[src/rtl/dice_pkg.sv]
// Shared types and 7-segment encodings for the dice roller.
// Segment codes are active-low with bit order g..a.
package dice_pkg;

  typedef enum logic [1:0] {
    IDLE = 2'd0,
    ROLL = 2'd1,
    SHOW = 2'd2
  } state_t;

  localparam logic [6:0] SEG_DASH = 7'b011_1111;
  localparam logic [6:0] SEG_1    = 7'b111_1001;
  localparam logic [6:0] SEG_2    = 7'b010_0100;
  localparam logic [6:0] SEG_3    = 7'b011_0000;
  localparam logic [6:0] SEG_4    = 7'b001_1001;
  localparam logic [6:0] SEG_5    = 7'b001_0010;
  localparam logic [6:0] SEG_6    = 7'b000_0010;
  localparam logic [6:0] SEG_7    = 7'b111_1000;
  localparam logic [6:0] SEG_8    = 7'b000_0000;
  localparam logic [6:0] SEG_9    = 7'b001_0000;
  localparam logic [6:0] SEG_F    = 7'b000_1110;

  function automatic logic [6:0] face_to_seg(input logic [3:0] face);
    case (face)
      4'd1:    face_to_seg = SEG_1;
      4'd2:    face_to_seg = SEG_2;
      4'd3:    face_to_seg = SEG_3;
      4'd4:    face_to_seg = SEG_4;
      4'd5:    face_to_seg = SEG_5;
      4'd6:    face_to_seg = SEG_6;
      4'd7:    face_to_seg = SEG_7;
      4'd8:    face_to_seg = SEG_8;
      4'd9:    face_to_seg = SEG_9;
      default: face_to_seg = SEG_F;
    endcase
  endfunction

endpackage

[src/rtl/button_debounce.sv]
// Button synchroniser, debouncer and registered press/release pulses.
// Latency: 2 sync + DEBOUNCE_CYCLES to stable, +1 to the pulse; no backpressure.
module button_debounce #(
  parameter int DEBOUNCE_CYCLES = 16
) (
  input  logic clk,
  input  logic reset,
  input  logic button,
  output logic stable,
  output logic press_pulse,
  output logic release_pulse
);

  localparam int CW = (DEBOUNCE_CYCLES > 2) ? $clog2(DEBOUNCE_CYCLES) : 1;
  localparam logic [CW-1:0] CNT_MAX = CW'(DEBOUNCE_CYCLES - 1);

  logic          sync1;
  logic          sync2;
  logic          stable_q;
  logic [CW-1:0] cnt;

  always_ff @(posedge clk) begin
    if (reset) begin
      sync1         <= 1'b0;
      sync2         <= 1'b0;
      stable        <= 1'b0;
      stable_q      <= 1'b0;
      cnt           <= '0;
      press_pulse   <= 1'b0;
      release_pulse <= 1'b0;
    end else begin
      sync1 <= button;
      sync2 <= sync1;
      // The level must differ for DEBOUNCE_CYCLES consecutive samples to flip.
      if (sync2 == stable) begin
        cnt <= '0;
      end else if (cnt == CNT_MAX) begin
        stable <= ~stable;
        cnt    <= '0;
      end else begin
        cnt <= cnt + 1'b1;
      end
      stable_q      <= stable;
      press_pulse   <= stable & ~stable_q;
      release_pulse <= ~stable & stable_q;
    end
  end

endmodule

[src/rtl/dice_roller.sv]
// Multi-die roller: odometer face counters, button FSM, registered 7-seg and sum outputs.
// Outputs change one clock after a press/release pulse; no backpressure.
module dice_roller
  import dice_pkg::*;
#(
  parameter int N_DICE          = 2,
  parameter int FACES           = 6,
  parameter int DEBOUNCE_CYCLES = 16
) (
  input  logic                                 clk,
  input  logic                                 reset,
  input  logic                                 number_catch,
  output logic [7*N_DICE-1:0]                  segments,
  output logic [$clog2(N_DICE*FACES+1)-1:0]    roll_sum,
  output logic                                 roll_valid,
  output logic                                 rolling
);

  localparam int SW = $clog2(N_DICE*FACES+1);
  localparam logic [3:0] FACE_MAX = 4'(FACES);

  state_t state;
  state_t state_next;

  logic [N_DICE-1:0][3:0] dice;
  logic [N_DICE-1:0][3:0] dice_next;
  logic [N_DICE-1:0][3:0] held;
  logic [N_DICE-1:0][3:0] held_next;
  logic [7*N_DICE-1:0]    seg_next;
  logic [SW-1:0]          sum_next;
  logic                   step;
  logic                   stable_unused;
  logic                   press;
  logic                   release_pulse;

  button_debounce #(
    .DEBOUNCE_CYCLES(DEBOUNCE_CYCLES)
  ) u_button (
    .clk          (clk),
    .reset        (reset),
    .button       (number_catch),
    .stable       (stable_unused),
    .press_pulse  (press),
    .release_pulse(release_pulse)
  );

  // Odometer: die k advances only when every lower die is at FACES.
  always_comb begin
    dice_next = dice;
    step      = 1'b1;
    for (int k = 0; k < N_DICE; k++) begin
      if (step) begin
        dice_next[k] = (dice[k] == FACE_MAX) ? 4'd1 : dice[k] + 4'd1;
      end
      step = step && (dice[k] == FACE_MAX);
    end
  end

  always_comb begin
    state_next = state;
    unique case (state)
      IDLE:    if (press)         state_next = ROLL;
      ROLL:    if (release_pulse) state_next = SHOW;
      SHOW:    if (press)         state_next = ROLL;
      default:                    state_next = IDLE;
    endcase
  end

  always_ff @(posedge clk) begin
    if (reset) state <= IDLE;
    else       state <= state_next;
  end

  assign held_next = (state == ROLL && release_pulse) ? dice : held;

  // Outputs are precomputed from next-state values so they switch with the state.
  always_comb begin
    seg_next = '0;
    sum_next = '0;
    for (int k = 0; k < N_DICE; k++) begin
      case (state_next)
        ROLL:    seg_next[7*k +: 7] = face_to_seg(dice_next[k]);
        SHOW:    seg_next[7*k +: 7] = face_to_seg(held_next[k]);
        default: seg_next[7*k +: 7] = SEG_DASH;
      endcase
      if (state_next != IDLE) begin
        sum_next = sum_next + SW'(held_next[k]);
      end
    end
  end

  always_ff @(posedge clk) begin
    if (reset) begin
      dice       <= {N_DICE{4'd1}};
      held       <= {N_DICE{4'd1}};
      segments   <= {N_DICE{SEG_DASH}};
      roll_sum   <= '0;
      roll_valid <= 1'b0;
      rolling    <= 1'b0;
    end else begin
      dice       <= dice_next;
      held       <= held_next;
      segments   <= seg_next;
      roll_sum   <= sum_next;
      roll_valid <= (state_next == SHOW) && (state != SHOW);
      rolling    <= (state_next == ROLL);
    end
  end

endmodule

[config.mk]
export PLATFORM = sky130hd
export DESIGN_NAME = dice_roller
export DESIGN_NICKNAME = d
export VERILOG_FILES = /design/src/rtl/dice_pkg.sv /design/src/rtl/button_debounce.sv /design/src/rtl/dice_roller.sv
export SDC_FILE = /design/constraint.sdc
export NUM_CORES = 1
export LEC_CHECK = 0
export ABC_CLOCK_PERIOD_IN_PS = 2640
export CORE_ASPECT_RATIO = 1.25
export CORE_MARGIN = 2
export CORE_UTILIZATION = 45
export CTS_CLUSTER_SIZE = 12
export DETAILED_ROUTE_END_ITERATION = 16
export PLACE_DENSITY_LB_ADDON = 0.12
export SETUP_SLACK_MARGIN = 0.1
export SYNTH_ARGS = -nofsm -noshare
export SYNTH_HDL_FRONTEND = slang
export SYNTH_SLANG_ARGS = --single-unit
[constraint.sdc]
create_clock -name clk -period 2.64 [get_ports clk]
set_input_delay 0.528 -clock clk [delete_from_list [all_inputs] [get_ports clk]]
set_output_delay 0.528 -clock clk [all_outputs]
set_load 0.02 [all_outputs]
---- After elaboration in Yosys (flattened, before gate mapping) ----
Memories as Yosys holds them, arrays and structs flattened.
Cells that the tools add are included.
cells by class
  mux-type cells .......................... 11
  bitwise operators ....................... 5
  eq/ne operators ......................... 9
  add/subtract/negate cells ............... 4
  reduce and logical (&&, ||, !) cells .... 7
operator list
  cell                                                                   number
  7-bit case mux with 2 select lines                                     2
  4-bit two-way mux                                                      5
  4-bit by 1-bit adder with 4-bit output, second input constant          3
  4-bit by 3-bit equality test with 1-bit output, second input constant  2
  8-bit two-way mux                                                      1
  4-bit adder                                                            1
  2-bit by 1-bit equality test with 1-bit output, second input constant  2
  2-bit equality test, second input constant                             2
  4-bit equality test, second input constant                             1
  2-bit two-way mux                                                      2
  2-bit case mux with 2 select lines                                     1
  1-bit inverter                                                         3
  3-bit OR reduction                                                     1
  1-bit bitwise AND                                                      2
  1-bit logical AND                                                      2
  2-bit logical NOT                                                      1
  2-bit != test, second input constant                                   1
  2-bit AND reduction                                                    1
  2-bit nonzero test                                                     1
  2-bit OR reduction                                                     1
  1-bit equality test                                                    1
storage, ports and cells
  ROM bits ................................ 448
  input bits .............................. 3
  word-level logic and storage cells ...... 56
  memories ................................ 4
  bits in registers ....................... 48
memory list
  name              depth  bits a word  read ports  clocked after Yosys merged registers in  write ports  line            text
  (name not given)  16     7            1           0                                        0            dice_pkg.sv:24  case (face)
  (name not given)  16     7            1           0                                        0            dice_pkg.sv:24
  (name not given)  16     7            1           0                                        0            dice_pkg.sv:24
  (name not given)  16     7            1           0                                        0            dice_pkg.sv:24

---- Depth between registers and ports, before layout ----
  word-level depth ........................ 7
  mapped depth ............................ 13
  gate-level depth less buffers ........... 13

---- Modules after synthesis ----
Synthesis repeated with hierarchy kept, for this count alone.
unflattened totals
  cell total of the unflattened synthesis .. 352
  area total of the unflattened synthesis .. 2967.8 µm²
modules (own cells, without submodules)
  module           seq. area each (µm²)  area each (µm²)  times used  cells an instance
  dice_roller      760.7                 2636.3           1           323
  button_debounce  200.2                 331.6            1           29

---- Worst setup path after synthesis ----
No wires, ideal clock.
  path type ............................... reg2reg
  start point ............................. reg dice[1] (netlist bit)
  end point ............................... reg segments[12]
  data arrival time ....................... 2.578 ns
  stages on the path, launching flop included .. 13
  data required time ...................... 2.513 ns
  setup slack ............................. -0.065 ns
  period minus slack after synthesis ...... 2.705 ns
  path buffers ............................ 0
  path through ............................ dfxtp_1 > ha_1 > or2b_1 > nor2_1 > o21ai_0 > a21oi_1 > inv_1 > ha_1 > nor2b_1 > a21oi_1 > o21ai_0 > nor3_1 > or3_1
RTL lines
  what                    line                text
  start, declared         dice_roller.sv:25   logic [N_DICE-1:0][3:0] dice;
  start signal, assigned  dice_roller.sv:94   dice <= {N_DICE{4'd1}};
  start signal, assigned  dice_roller.sv:101  dice <= dice_next;
  end signal, assigned    dice_roller.sv:96   segments <= {N_DICE{SEG_DASH}};
  end signal, assigned    dice_roller.sv:103  segments <= seg_next;
  end, declared           dice_roller.sv:13   output logic [7*N_DICE-1:0] segments,

---- Worst setup path after layout ----
  start point ............................. reg state[0]
  end point ............................... reg roll_sum[3]
between the ends
  cells in the longest elaborated chain, start to end .. 7
  elaborated cells between the ends (all ways) .. 13
  those cells by class .................... 1 x add/sub; 2 x eq/ne; 6 x mux; 4 x reduce/logical
ends and longest elaborated chain
  what                                                             line                text
  start, declared                                                  dice_roller.sv:22   state_t state;
  start signal, assigned                                           dice_roller.sv:71   else state <= state_next;
  2-bit equality test / 2-bit logical NOT (equally long branches)  dice_roller.sv:61   unique case (state)
  2-bit OR reduction (no line)                                     -
  2-bit case mux with 2 select lines                               dice_roller.sv:61
  2-bit nonzero test                                               dice_roller.sv:86   if (state_next != IDLE) begin
  4-bit two-way mux                                                dice_roller.sv:86
  4-bit adder                                                      dice_roller.sv:87   sum_next = sum_next + SW'(held_next[k]);
  4-bit two-way mux *                                              dice_roller.sv:86
  end signal, assigned                                             dice_roller.sv:104  roll_sum <= sum_next;
  end, declared                                                    dice_roller.sv:14   output logic [$clog2(N_DICE*FACES+1)-1:0] roll_sum,
Every way passes the cells marked *; elsewhere a longest branch is shown, timed or not.
A chain may end at the register's enable or synchronous reset.

==> results.toml <==
[run_status]
status = "complete, no violations"

[setup_path]
r2r_slack_ns = 0.26
worst_path_dominant_cell_family = "simple AND/OR/NAND/NOR gates"
r2r_cells = 11
r2r-end = "roll_sum[3]"
worstPathMaxFanout = 4
crit_required_ns = 2.84
end_kind = "flop"
cp_num_buf_inv = 1
start_kind = "flop"
crit_chain = "nand2b_1, o21a_1, ha_1, or2_2, inv_1, ha_1, a21o_1, a21oi_1, xnor2_1, xnor2_1, nor3_1"
r2r_start = "state[0]"
crit_type = "flop to flop"
max_stage_delay_ns = 0.36
path_depth = 11
cp.arrival_ns = 2.58
cp_slowest_cell = "dfxtp_1"

[pwr]
pwr-share-comb_pct = 14.9
switching_power_mw = 0.371
seq_power_share_pct = 52.5
vdd_ir_drop_max_mv = 0.290
p_total_mw = 1.41
p_clk_share_pct = 32.7
swShare_pct = 26.4
p_per_area_nw_per_um2 = 401
p_int_mw = 1.04
total_leakage_power_nw = 1.54

[placed_design]
hpwl_mm = 4.92
portBuffers = 22
dpl.cell_count = 451
post_dp_cell_area_sq_um = 3370
place_congestion = 0.847
place_ws_ns = -0.0236

[timing]
setup_ws_ns = 0.262
finalCritPeriodShare_pct = 90.1
finalMaxSlewViolations = 0
rsz0062_at_grt = "no"
relSlewSlack_pct = 66.3
tightest_slew_ns = 0.496
finalHoldViolCount = 0
setup_viol = 0
fin_crit_ns = 2.38
fmax_mhz = 421
finClkSkew_ns = 0.0102

[floorplan]
fp.dieArea_sq_um = 7130
row_count = 32
io_pins = 23
start_util_pct = 46.9
dieHeight_um = 93.9
core_sq_um = 6210
fp.dieW_um = 75.9

[route]
viasPerCell = 5.19
antenna_left = 0
drt_iter0_drc = 89
drc = 0
wirelength_mm = 6.47
wl_per_cell_um = 14.1
first_pass_iters = 4
vias = 2389

[synthesis]
synth_fp_nets = 366
synthArstFlopShare_pct = 0
yosysUniqueCellTypes = 58
synth_most_common_cell = "dfxtp_1"
synth_top_cell_by_area = "dfxtp_1"
synth_edf_count = 0
synth_common_cells = "dfxtp_1, nor2_1, ha_1"
seq_area_frac_synth_pct = 33.0
netlist_area_sq_um = 2910
yosys-top-cells-area = "dfxtp_1, ha_1, mux2i_1, nor2_1, a21oi_1"
synth_seq_cells = 48
synth.top_cell.area_share_pct = 33.0
ys.flop_type = "dfxtp_1"
postSynthCellCount = 334
ys_warn_count = 0
syn_area_per_cell_sq_um = 8.72

[layout]
fin_cells = 460
multiInputGateArea_sq_um = 1850
fin_util_pct = 56.6
nets = 407
seq_area_sq_um = 961
diodes = 0
num-fill-cells = 581
finalInstanceArea_sq_um = 3510
area_delta_synth_final_pct = 20.6
drive_gt1_share_pct = 15.5

[min_path]
holdPathEnd = "u_button.press_pulse"
hold_start = "u_button.stable_q"
whs_path_depth = 1
hp-class = "flop to flop"

[global_routing]
grt_max_degree = 17
grt_usage_pct = 19.2
grt.overflow.total = 0
antenna_found_initial = 0
grt_pass1_vias = 2361
grt_pass1_wl_mm = 11.0

[cts]
ctsHoldBuffers = 0
cts_buffers = 5
cts.sinks = 48
root_buffer = "clkbuf_8"
clk_pin_slew_ns = 0.09
clock_latency_ns = 0.30
cts_buffer_depth = 2
htree_levels = 2
cts_tree = "done"

[run]
max_cap_violations = 0
[layout by cell type, fill, tap and decap left out, types with 3 or more instances in the layout]
master	count
dfxtp_1	48
nor2_1	41
buf_4	27
ha_1	25
clkdlybuf4s50_1	22
inv_1	21
a21oi_1	20
nand2_1	17
mux2i_1	15
o21ai_0	13
nand2b_1	10
nor3_1	8
nor2b_1	7
clkbuf_8	6
mux2i_2	4
xnor2_1	4
nand3_1	4
a21o_1	4
o211ai_1	4
or2_2	3
o21a_1	3
xor2_1	3
or3_1	3
nor3b_1	3
a31oi_1	3
o2111ai_1	3
o221ai_1	3
o22ai_1	3
[flip-flops by register name (all words and copies together), names as in the netlist]
signal and count:
held 8, dice 8, rolling 1, u_button.stable 1, u_button.sync2 1, u_button.release_pulse 1, u_button.sync1 1, roll_valid 1
u_button.cnt 4, u_button.press_pulse 1, roll_sum 4, u_button.stable_q 1, state 2, segments 14
[metal layers]
metal / vias up / GRT usage (%) / share of wire [%]
met3: 9 / 3.08 / 2.8
met2: 39 / 35.6 / 51
met1: 1099 / 22.7 / 44
met4: 0 / 6.21 / 1.6
li1: 1242 / - / -
met5: - / 0 / 0
[repair_timing]
action,CTS,global route
pin swaps,1,3
buffers inserted,2,0
resized for setup,2,11
endpoints found under the setup margin,1,6
endpoints found under the hold margin,0,0
[metrics by stage]
stage	TNS, ns	hold WS (ns)
floorplan	0	0.383
global placement	0	0.393
detailed placement	-0.0236	0.397
CTS	0	0.409
global route	0	0.428
finish	0	0.409
[power groups by stage]
stage | registers, mW | clock network [mW] | logic [mW]
after floorplan | 0.757 | 0 | 0.146
after global placement | 0.755 | 0 | 0.202
after detailed placement | 0.755 | 0 | 0.204
after CTS | 0.738 | 0.479 | 0.207
after global routing | 0.740 | 0.512 | 0.236
final | 0.738 | 0.460 | 0.209
[final cells by class]
cell class / count / area share, %
Clock buffer: 6 / 2.35
Clock inverter: 1 / 0.249
Inverter: 22 / 2.35
Multi-Input combinational cell: 249 / 52.6
Sequential cell: 48 / 27.4
Tap cell: 85 / 3.03
Timing Repair Buffer: 49 / 12.0
[worst register-to-register path, delay by kind of cell (launching register included)]
kind / cells / cell delay [ns]
xor+xnor: 2 / 0.30
flops: 1 / 0.36
buf+inv: 1 / 0.07
compound gates: 3 / 0.56
fa+ha+maj: 2 / 0.43
simple gates: 3 / 0.56
[cells by family after synthesis]
family / count (synthesis) / synth area share, %
xor gates and xnor gates: 7 / 2.11
adders and majority gates: 29 / 12.7
and+or+nand+nor: 116 / 21.5
DFF: 48 / 33.0
buffers and inverters: 37 / 5.37
muxes: 22 / 8.47
AOI/OAI and AO/OA: 75 / 16.8
[worst max path at each step]
stage | startpoint | end
final | state[0] | roll_sum[3]
after global routing | dice[0] | segments[12]
after CTS | dice[0] | segments[13]
after detailed placement | dice[0] | segments[10]
after global placement | dice[0] | segments[10]
after floorplan | dice[0] | segments[12]
No activity file was read; power rests on OpenSTA's default activity.
